<file path="src/rtl/legv8_store_buffer.sv">
// rtl/legv8_store_buffer.sv - LEGv8 data-memory store buffer with load forwarding
//
// Buffers stores from the MEM stage in a circular FIFO and drains them to a
// backing RAM through a valid/ready handshake. Loads are answered in the
// request cycle from the youngest buffered store to the same doubleword,
// falling back to the RAM's asynchronous read data.
//
// Optional build macro: LEGV8_STBUF_COALESCE_EN
//   When defined, a store that hits a buffered non-head entry overwrites that
//   entry's data instead of allocating a new one.
//
// Ports:
//   clk          clock, all state on rising edge
//   rst          synchronous active-low reset
//   MemRead_DM   load request
//   MemWrite_DM  store request
//   address_DM   load/store byte address (doubleword compared on [63:3])
//   WD_DM        store data
//   RD_DM        load data, combinational
//   mem_raddr    RAM read address (= address_DM)
//   mem_rdata    RAM read data
//   mem_wvalid   drain request, head entry present
//   mem_waddr    drain address (head entry)
//   mem_wdata    drain data (head entry)
//   mem_wready   RAM accepts drain this cycle
//   count        number of buffered stores
//   full         count == DEPTH
//   empty        count == 0
//   overflow     sticky: a store was dropped while full
module legv8_store_buffer #(
    parameter int DEPTH = 4
) (
    input  logic                     clk,
    input  logic                     rst,
    input  logic                     MemRead_DM,
    input  logic                     MemWrite_DM,
    input  logic [63:0]              address_DM,
    input  logic [63:0]              WD_DM,
    output logic [63:0]              RD_DM,
    output logic [63:0]              mem_raddr,
    input  logic [63:0]              mem_rdata,
    output logic                     mem_wvalid,
    output logic [63:0]              mem_waddr,
    output logic [63:0]              mem_wdata,
    input  logic                     mem_wready,
    output logic [$clog2(DEPTH):0]   count,
    output logic                     full,
    output logic                     empty,
    output logic                     overflow
);

    localparam int PW = $clog2(DEPTH);
    localparam logic [PW:0]   CNT_ONE   = (PW+1)'(1);
    localparam logic [PW:0]   CNT_DEPTH = (PW+1)'(DEPTH);
    localparam logic [PW-1:0] PTR_ONE   = PW'(1);

    logic [63:0]   ent_addr [DEPTH];
    logic [63:0]   ent_data [DEPTH];
    logic [PW-1:0] head;
    logic [PW-1:0] tail;

    logic          pop;
    logic          push;
    logic          drop;
    logic          coal_hit;
    logic [63:0]   fwd_data;
    logic [PW-1:0] fwd_idx;

    assign empty      = (count == '0);
    assign full       = (count == CNT_DEPTH);
    assign mem_wvalid = !empty;
    assign mem_waddr  = ent_addr[head];
    assign mem_wdata  = ent_data[head];
    assign mem_raddr  = address_DM;

    // Load forwarding: walk from oldest to youngest so the last hit wins.
    // Uses pre-store state, so a simultaneous load+store sees old contents.
    // MemRead_DM does not gate the result; RD_DM is don't-care without a load.
    always_comb begin
        fwd_data = mem_rdata;
        fwd_idx  = head;
        for (int i = 0; i < DEPTH; i++) begin
            fwd_idx = head + PW'(i);
            if (i < int'(count) && ent_addr[fwd_idx][63:3] == address_DM[63:3]) begin
                fwd_data = ent_data[fwd_idx];
            end
        end
    end

    assign RD_DM = fwd_data;

`ifdef LEGV8_STBUF_COALESCE_EN
    logic [PW-1:0] coal_idx;
    logic [PW-1:0] coal_scan;

    // Youngest matching entry excluding the head: the head may be on the bus
    // to the RAM right now, so its data must stay stable until accepted.
    always_comb begin
        coal_hit  = 1'b0;
        coal_idx  = head;
        coal_scan = head;
        for (int i = 1; i < DEPTH; i++) begin
            coal_scan = head + PW'(i);
            if (i < int'(count) && ent_addr[coal_scan][63:3] == address_DM[63:3]) begin
                coal_hit = 1'b1;
                coal_idx = coal_scan;
            end
        end
    end
`else
    assign coal_hit = 1'b0;
`endif

    // A pop frees a slot in the same edge, so a store into a full buffer is
    // still accepted when the head drains that cycle.
    assign pop  = rst && mem_wvalid && mem_wready;
    assign push = rst && MemWrite_DM && !coal_hit && (!full || pop);
    assign drop = rst && MemWrite_DM && !coal_hit && full && !pop;

    always_ff @(posedge clk) begin
        if (!rst) begin
            head     <= '0;
            tail     <= '0;
            count    <= '0;
            overflow <= 1'b0;
        end else begin
            if (pop) begin
                head <= head + PTR_ONE;
            end
            if (push) begin
                tail <= tail + PTR_ONE;
            end
            if (push && !pop) begin
                count <= count + CNT_ONE;
            end else if (pop && !push) begin
                count <= count - CNT_ONE;
            end
            if (drop) begin
                overflow <= 1'b1;
            end
        end
    end

    // Entry storage needs no reset; validity is tracked by head/count.
    always_ff @(posedge clk) begin
        if (push) begin
            ent_addr[tail] <= address_DM;
            ent_data[tail] <= WD_DM;
        end
`ifdef LEGV8_STBUF_COALESCE_EN
        if (rst && MemWrite_DM && coal_hit) begin
            ent_data[coal_idx] <= WD_DM;
        end
`endif
    end

endmodule

</file>
<file path="config.mk">
export PLATFORM = sky130hd
export DESIGN_NAME = legv8_store_buffer
export DESIGN_NICKNAME = d
export VERILOG_FILES = /design/src/rtl/legv8_store_buffer.sv
export SDC_FILE = /design/constraint.sdc
export NUM_CORES = 1
export LEC_CHECK = 0
export CAP_MARGIN = 20
export CORE_MARGIN = 5
export CORE_UTILIZATION = 56
export CTS_CLUSTER_DIAMETER = 150
export DETAILED_ROUTE_END_ITERATION = 7
export PLACE_DENSITY = 0.81
export SYNTH_ARGS = -nofsm -noshare
export SYNTH_HDL_FRONTEND = slang
export SYNTH_SLANG_ARGS = --single-unit
</file>
<file path="constraint.sdc">
create_clock -name clk -period 7.25 [get_ports clk]
set_input_delay 1.8125 -clock clk [delete_from_list [all_inputs] [get_ports clk]]
set_output_delay 1.8125 -clock clk [all_outputs]
set_load 0.01 [all_outputs]
</file>
==> results of run 1 <==
==> worst register-to-register path: stages, from the launching register on <==
cell and delay [ns]:
dfxtp_1 0.50, inv_1 0.11, ha_1 0.23, nand2_1 0.15, o211ai_1 0.11, inv_1 0.16, and2_4 0.75, buf_4 0.65
==> cell families (layout without fill, tap and decap cells) <==
kind of cell	Yosys count	count (layout)	share of synthesized area (%)
AOI/OAI and AO/OA	514	514	10.4
xor gates and xnor gates	178	178	4.46
adders and majority gates	9	9	0.322
buffers and inverters	336	909	5.35
DFF	522	522	44.6
muxes	673	673	29.9
other	0	14	0
and+or+nand+nor	365	367	4.93
==> synth_stat cells, drive strengths merged, types with 7 or more instances <==
cell | n | area (µm²)
nand3 | 11 | 55.1
ha | 9 | 113
a22oi | 14 | 105
buf | 212 | 1400
mux2 | 101 | 1140
a2bb2oi | 13 | 114
nor4 | 23 | 144
o221ai | 10 | 87.6
nor2 | 31 | 116
clkbuf | 82 | 308
nand2 | 168 | 631
a311oi | 63 | 921
nand4 | 31 | 206
o21ai | 149 | 746
a31oi | 7 | 43.8
a211oi | 11 | 82.6
inv | 41 | 154
a21oi | 149 | 757
o22ai | 34 | 213
mux4 | 287 | 6460
o2111ai | 11 | 96.3
xnor2 | 141 | 1230
dfxtp | 10 | 200
xor2 | 37 | 324
mux2i | 285 | 2850
edfxtp | 512 | 15400
a221oi | 13 | 120
nor3 | 69 | 345
and2 | 12 | 75.1
==> power by group through the flow <==
stage	Combinational, W	Sequential [W]	Clock [W]
global route	0.00266	0.00356	0.00318
floorplan	0.00145	0.00357	0
finish	0.00255	0.00355	0.00302
detailed placement	0.00248	0.00362	0
CTS	0.00250	0.00355	0.00305
global placement	0.00244	0.00360	0
==> path summary, 6_finish.rpt <==
kind	start	endpoint	slack [ns]	cells past startpoint
worst max-delay path	address_DM[36]	RD_DM[0]	-0.02	14
worst min-delay path	overflow	overflow	0.50	2
worst max register to register	count[0]	ent_data[0][12]	4.13	7
worst min register to register	overflow	overflow	0.50	2
==> timing repair <==
action / in CTS / in global routing
setup endpoints to repair: 64 / 32
pin swaps: 11 / 13
cloned: 5 / 0
gates resized for setup: 85 / 39
buffers inserted: 10 / 3
==> registers in the layout (all words and copies together), names as in the netlist, named ones only <==
signal    cells
ent_addr    256
count         3
tail          2
overflow      1
head          2
ent_data    256
==> layout make-up <==
type                    count  area [µm²]  share of cell area (%)
multi-input cells        1741       17800                    40.5
flip-flops and latches    522       15600                    35.5
repair buffers            763        7380                    16.8
clock buffers              65        1460                    3.32
well taps                 837        1050                    2.38
clock inverters            39         469                    1.07
inverters                  42         158                   0.359
diodes                     14        35.0                  0.0798
==> layer usage <==
layer	up-vias	share of wire, %	global-route usage, %
met5	-	0	0
met4	0	5.2	15.7
li1	11490	-	-
met1	13984	36	48.2
met3	306	10	7.62
met2	1817	48	60.8
==> through the flow <==
stage | setup slack (ns) | area (µm²) | setup TNS (ns) | util, % | std cells
floorplan | 1.22 | 34900 | 0 | - | 2597
global placement | -0.284 | 41500 | -11.48 | 67.2 | 3888
detailed placement | -0.319 | 41500 | -13.45 | 67.2 | 3888
CTS | 0.000666 | 43700 | 0 | 70.8 | 4007
global route | -0.0457 | 43900 | -0.0457 | 71.1 | 4015
finish | -0.0227 | 43900 | -0.0227 | 71.2 | 4023
==> impl_results.md, run 1 <==
* Worst Clk Skew at roughly 0.027 ns
* Most common flop cell mapped by yosys: edfxtp_1
* Clk_lat worst skew at 0.62 ns
* Switching share of power at 29.2%
* Pin count of the biggest net entering global routing at about 130
* Vias per std cell at 6.86
* Routed Antenna Nets at 0
* Synthesis Warnings at 0
* Post-Syn Instances at approximately 2600
* Gpl congestion at 1.00
* CP endpoint kind: output pin
* Fill count at slightly above 4000
* Yosys reg bits at around 520
* Core area at between 60000 and 70000 µm²
* Detail Placement HPWL at between 90000 and 100000 µm
* First-pass GRT wire length at approximately 180000 µm
* Die Y at ~260 µm
* Clock Sink Count at 522
* Fmax at 0.138 GHz
* Arrival time of the worst setup path at between 5 and 6 ns
* Sequential share of the synthesized area at 44.6%
* Drt initial violations at 3107
* GRT overflow at 0
* Power Total at approximately 0.0091 W
* Via count at 27597
* First-pass detailed-route iteration total at 6
* Setup ws final at -0.0227 ns
* Layout cells sized above 1 at between 20% and 30%
* Worst hold slack at roughly 0.50 ns
* Synth async-reset ratio at 0%
* Pwr dens at 208 nW/µm²
* TritonCTS clock tree: done
* Final Hold Fails at 0
* Row count at 91
* Buffers and inverters on the worst path at 6
* Antenna violations before repair at 11
* Wire per inst at between 30 and 40 µm
* Top cell by count, worst path: buf_4
* Max-slew violation count at 0
* Status: finished, violations left
* Final Cycle Share at 100%
* Routed WL at 129000 µm
* Delay-heaviest family, CP: buffers and inverters
* Die ar. at approximately 67000 µm²
* Htree depth at 2
* Port Buffers at 458
* Net Count, Synth at 2803
* Layout Area Growth over Synthesis at 25.7%
* Vias in the first global route at around 28000
* Clock transition at path regs at roughly 0.06 ns
* HP Class: flip-flop to flip-flop
* Worst vdd ir at 0.244 mV
* Final nets at approximately 3300
* Drt drc at 0
* Hold buffer count at CTS at 0
* Internal power at 0.00646 W
* Starting Density at 56.6%
* Flop pwr share at 38.9%
* EDFF count, synth at 512
* Longest Clk Path Bufs at 3
* Slew HR at a little under 30%
* Max-cap viol count at 0
* Critical path data required time at approximately 5.4 ns
* Leak at approximately 14 nW
* Clk root buf: clkbuf_16
* Slowest stage cell, crit path: clkdlybuf4s50_1
* CP startpoint kind: input pin
* CTS Buf Count at 56
* Chip Width at 260 µm
* Syn Std Cell Area at about 35000 µm²
* Total GRT Usage at around 37%
* CP max FO at 10
* Critical-path cell list: clkdlybuf4s50_1, buf_4, a222oi_1, buf_4, a31oi_1, a2111oi_2, buf_4, nand4_4, or2_4, buf_4, a311oi_2, a21oi_2, a21oi_2, clkdlybuf4s50_1
* Post-layout min period at slightly above 7 ns
* Yosys cell types at between 70 and 80
* Failing checks: setup timing
* Ports at between 400 and 500
* Comb pwr share at ~28%
* CP max stage delay at approximately 0.58 ns
* Clock power share at roughly 33%
* Commonest non-fill, non-tap cell in the layout: edfxtp_1
* Crit Path Class: input pin to output pin
* NetSw at about 0.0027 W
* Most frequent cells in the layout: edfxtp_1 (512), clkdlybuf4s50_1 (385), mux4_2 (287)
* Syn avg cell area at ~13 µm²
* Worst Tran Pin Value at around 1.1 ns
* Final setup vio count at 1
Power figures use the tool's default switching activity.
==> run 2: changes to the inputs <==
Settings changed: CORE_ASPECT_RATIO from default to 2.
Clock period 7.25 ns to 7.7 ns, I/O delays scaled along.
==> run 2 against run 1 <==
  * The run now ends clean
  * Power decreased by 11%
  * Flip-flop and latch count is the same
  * Register-to-register slack improved by 0.41 ns
  * Wire length grew 2.5%
  * Worst hold slack improved by 0.0062 ns
  * Sequential power shrank 5%
==> impl_results.md, run 2 (synthesized netlist as in run 1, its figures left out) <==
* CP max FO at 15
* CP startpoint kind: input pin
* Setup ws final at around 0.053 ns
* Biggest registers after layout: ent_addr (256), ent_data (256), count (3)
* GRT overflow at 0
* Final Cycle Share at between 90 and 100%
* Gpl congestion at roughly 1.1
* Most frequent cells in the layout: edfxtp_1 (512), clkdlybuf4s50_1 (450), mux4_2 (287)
* Worst hold slack at 0.503 ns
* Critical-path cell list: clkdlybuf4s50_1, buf_4, xnor2_1, nand4_1, nor4_2, buf_4, nand4_1, and4b_4, buf_12, buf_12, a311oi_2, a21oi_1, a21oi_1, clkdlybuf4s50_1
* First-pass GRT wire length at between 150000 and 200000 µm
* Layout Area Growth over Synthesis at 22.6%
* Power Total at between 0.008 and 0.009 W
* Post-layout min period at 7.65 ns
* Worst reg2reg startpoint: count[0]
* Row count at approximately 130
* TritonCTS clock tree: done
* Routed WL at 132000 µm
* Ports at 460
* Hold Startpoint: overflow
* Worst vdd ir at between 0.15 and 0.2 mV
* Die ar. at a little under 70000 µm²
* Routing usage on met1 at roughly 42%
* First-pass detailed-route iteration total at 8
* Worst Tran Pin Value at roughly 1.1 ns
* Clk root buf: clkbuf_16
* CP max stage delay at ~0.5 ns
* Starting Density at 56.5%
* Status: complete, no violations
* Pwr dens at roughly 190 nW/µm²
* Detail Placement HPWL at slightly below 100000 µm
* Die Y at around 360 µm
* Hold path cells at 2
* Worst reg2reg path depth at 7
* Antenna violations before repair at 5
* Dpl cells at 3798
* Fill count at approximately 4300
* Final nets at 3270
* End of the worst register-to-register path: ent_addr[3][61]
* Layout cells sized above 1 at a little over a quarter
* Placement Setup Slack at -0.217 ns
* Worst Clk Skew at about 0.03 ns
* Max-slew violation count at 0
* Vias in the first global route at 27605
* Port Buffers at between 400 and 500
* Htree depth at 2
* Slowest stage cell, crit path: clkdlybuf4s50_1
* Finished Layout Cells at about 3900
* Drt initial violations at approximately 2900
* Chip Width at about 190 µm
* Longest Clk Path Bufs at 3
* Vias per std cell at between 6 and 7
* Clock transition at path regs at roughly 0.070 ns
* Total GRT Usage at a little under two fifths
* Pin count of the biggest net entering global routing at 109
* Crit Path Class: input pin to output pin
* Via count at around 27000
* Arrival time of the worst setup path at between 5 and 6 ns
* Drt drc at 0
* CP endpoint kind: output pin
* Fmax at about 0.13 GHz
* R2R Setup Slk at between 4 and 5 ns
* Clock Sink Count at between 500 and 600
* CTS Buf Count at between 40 and 50
* Worst Hold Path EP: overflow
* HP Class: flip-flop to flip-flop
* Commonest non-fill, non-tap cell in the layout: edfxtp_1
* Slew HR at between 20 and 25%
* Critical path data required time at 5.78 ns
* Final Hold Fails at 0
* Global route hottest layer: met2
* Core area at slightly above 60000 µm²
* Clk_lat worst skew at slightly above 0.6 ns
* RSZ-0062 raised after global routing: false
* Final core occ at ~69%
* Met3 usage at 6.43%
* Wire per inst at about 34 µm
* Leak at ~13 nW
* M2 GR Usage at a little under two thirds
* Routed Antenna Nets at 0
* Max-cap viol count at 0
* Final setup vio count at 0
## run 2: report_power, final
part           internal (W)  switching, W  leakage, nW  total, W
registers           0.00324      0.000118         4.73   0.00336
logic               0.00114       0.00127         7.89   0.00241
clock network       0.00122       0.00112        0.725   0.00235
## run 2: worst max-delay path by stage
stage / start / end / slack, ns / cells past startpoint
2_1_floorplan: address_DM[12] / RD_DM[2] / 1.44 / 12
3_3_place_gp: address_DM[52] / RD_DM[48] / -0.16 / 15
3_5_place_dp: address_DM[52] / RD_DM[48] / -0.22 / 15
4_1_cts: address_DM[52] / RD_DM[48] / -0.01 / 15
5_1_grt: head[0] / RD_DM[48] / 0.01 / 15
6_report: address_DM[37] / RD_DM[48] / 0.05 / 14
## run 2: final cells by class
| class | instances | area (µm²) | share of cell area, % |
|---|---|---|---|
| diodes | 6 | 15.0 | 0.0350 |
| clock inverters | 36 | 330 | 0.771 |
| multi-input cells | 1739 | 17600 | 41.2 |
| well taps | 786 | 983 | 2.30 |
| repair buffers | 713 | 6970 | 16.3 |
| inverters | 42 | 161 | 0.377 |
| flip-flops and latches | 522 | 15600 | 36.4 |
| clock buffers | 49 | 1160 | 2.71 |
## run 2: stage by stage
stage	TNS [ns]	cell area (µm²)
6_report	0	42900
5_1_grt	0	42800
4_1_cts	-0.0127	42700
3_5_place_dp	-6.05	41200
3_3_place_gp	-2.94	41200
2_1_floorplan	0	34900
## run 2: routing by layer
metal	routed length (µm)	vias up
met4	13300	2
met3	10900	374
met1	42000	13602
met5	12	-
li1	-	11331
met2	65900	1746
## run 2: worst max-delay path: cells and delay by family
family	cells	cell delay, ns
compound gates	3	0.48
xor+xnor	1	0.33
buf+inv	6	1.70
simple gates	4	1.25
## run 2: what timing repair did
| item | CTS | global route |
|---|---|---|
| gates resized for setup | 4 | 22 |
| setup endpoints to repair | 64 | 62 |
| hold buffers | 0 | 0 |
| pin swaps | 0 | 5 |
| setup buffers | 0 | 4 |
| gates cloned | 0 | 0 |
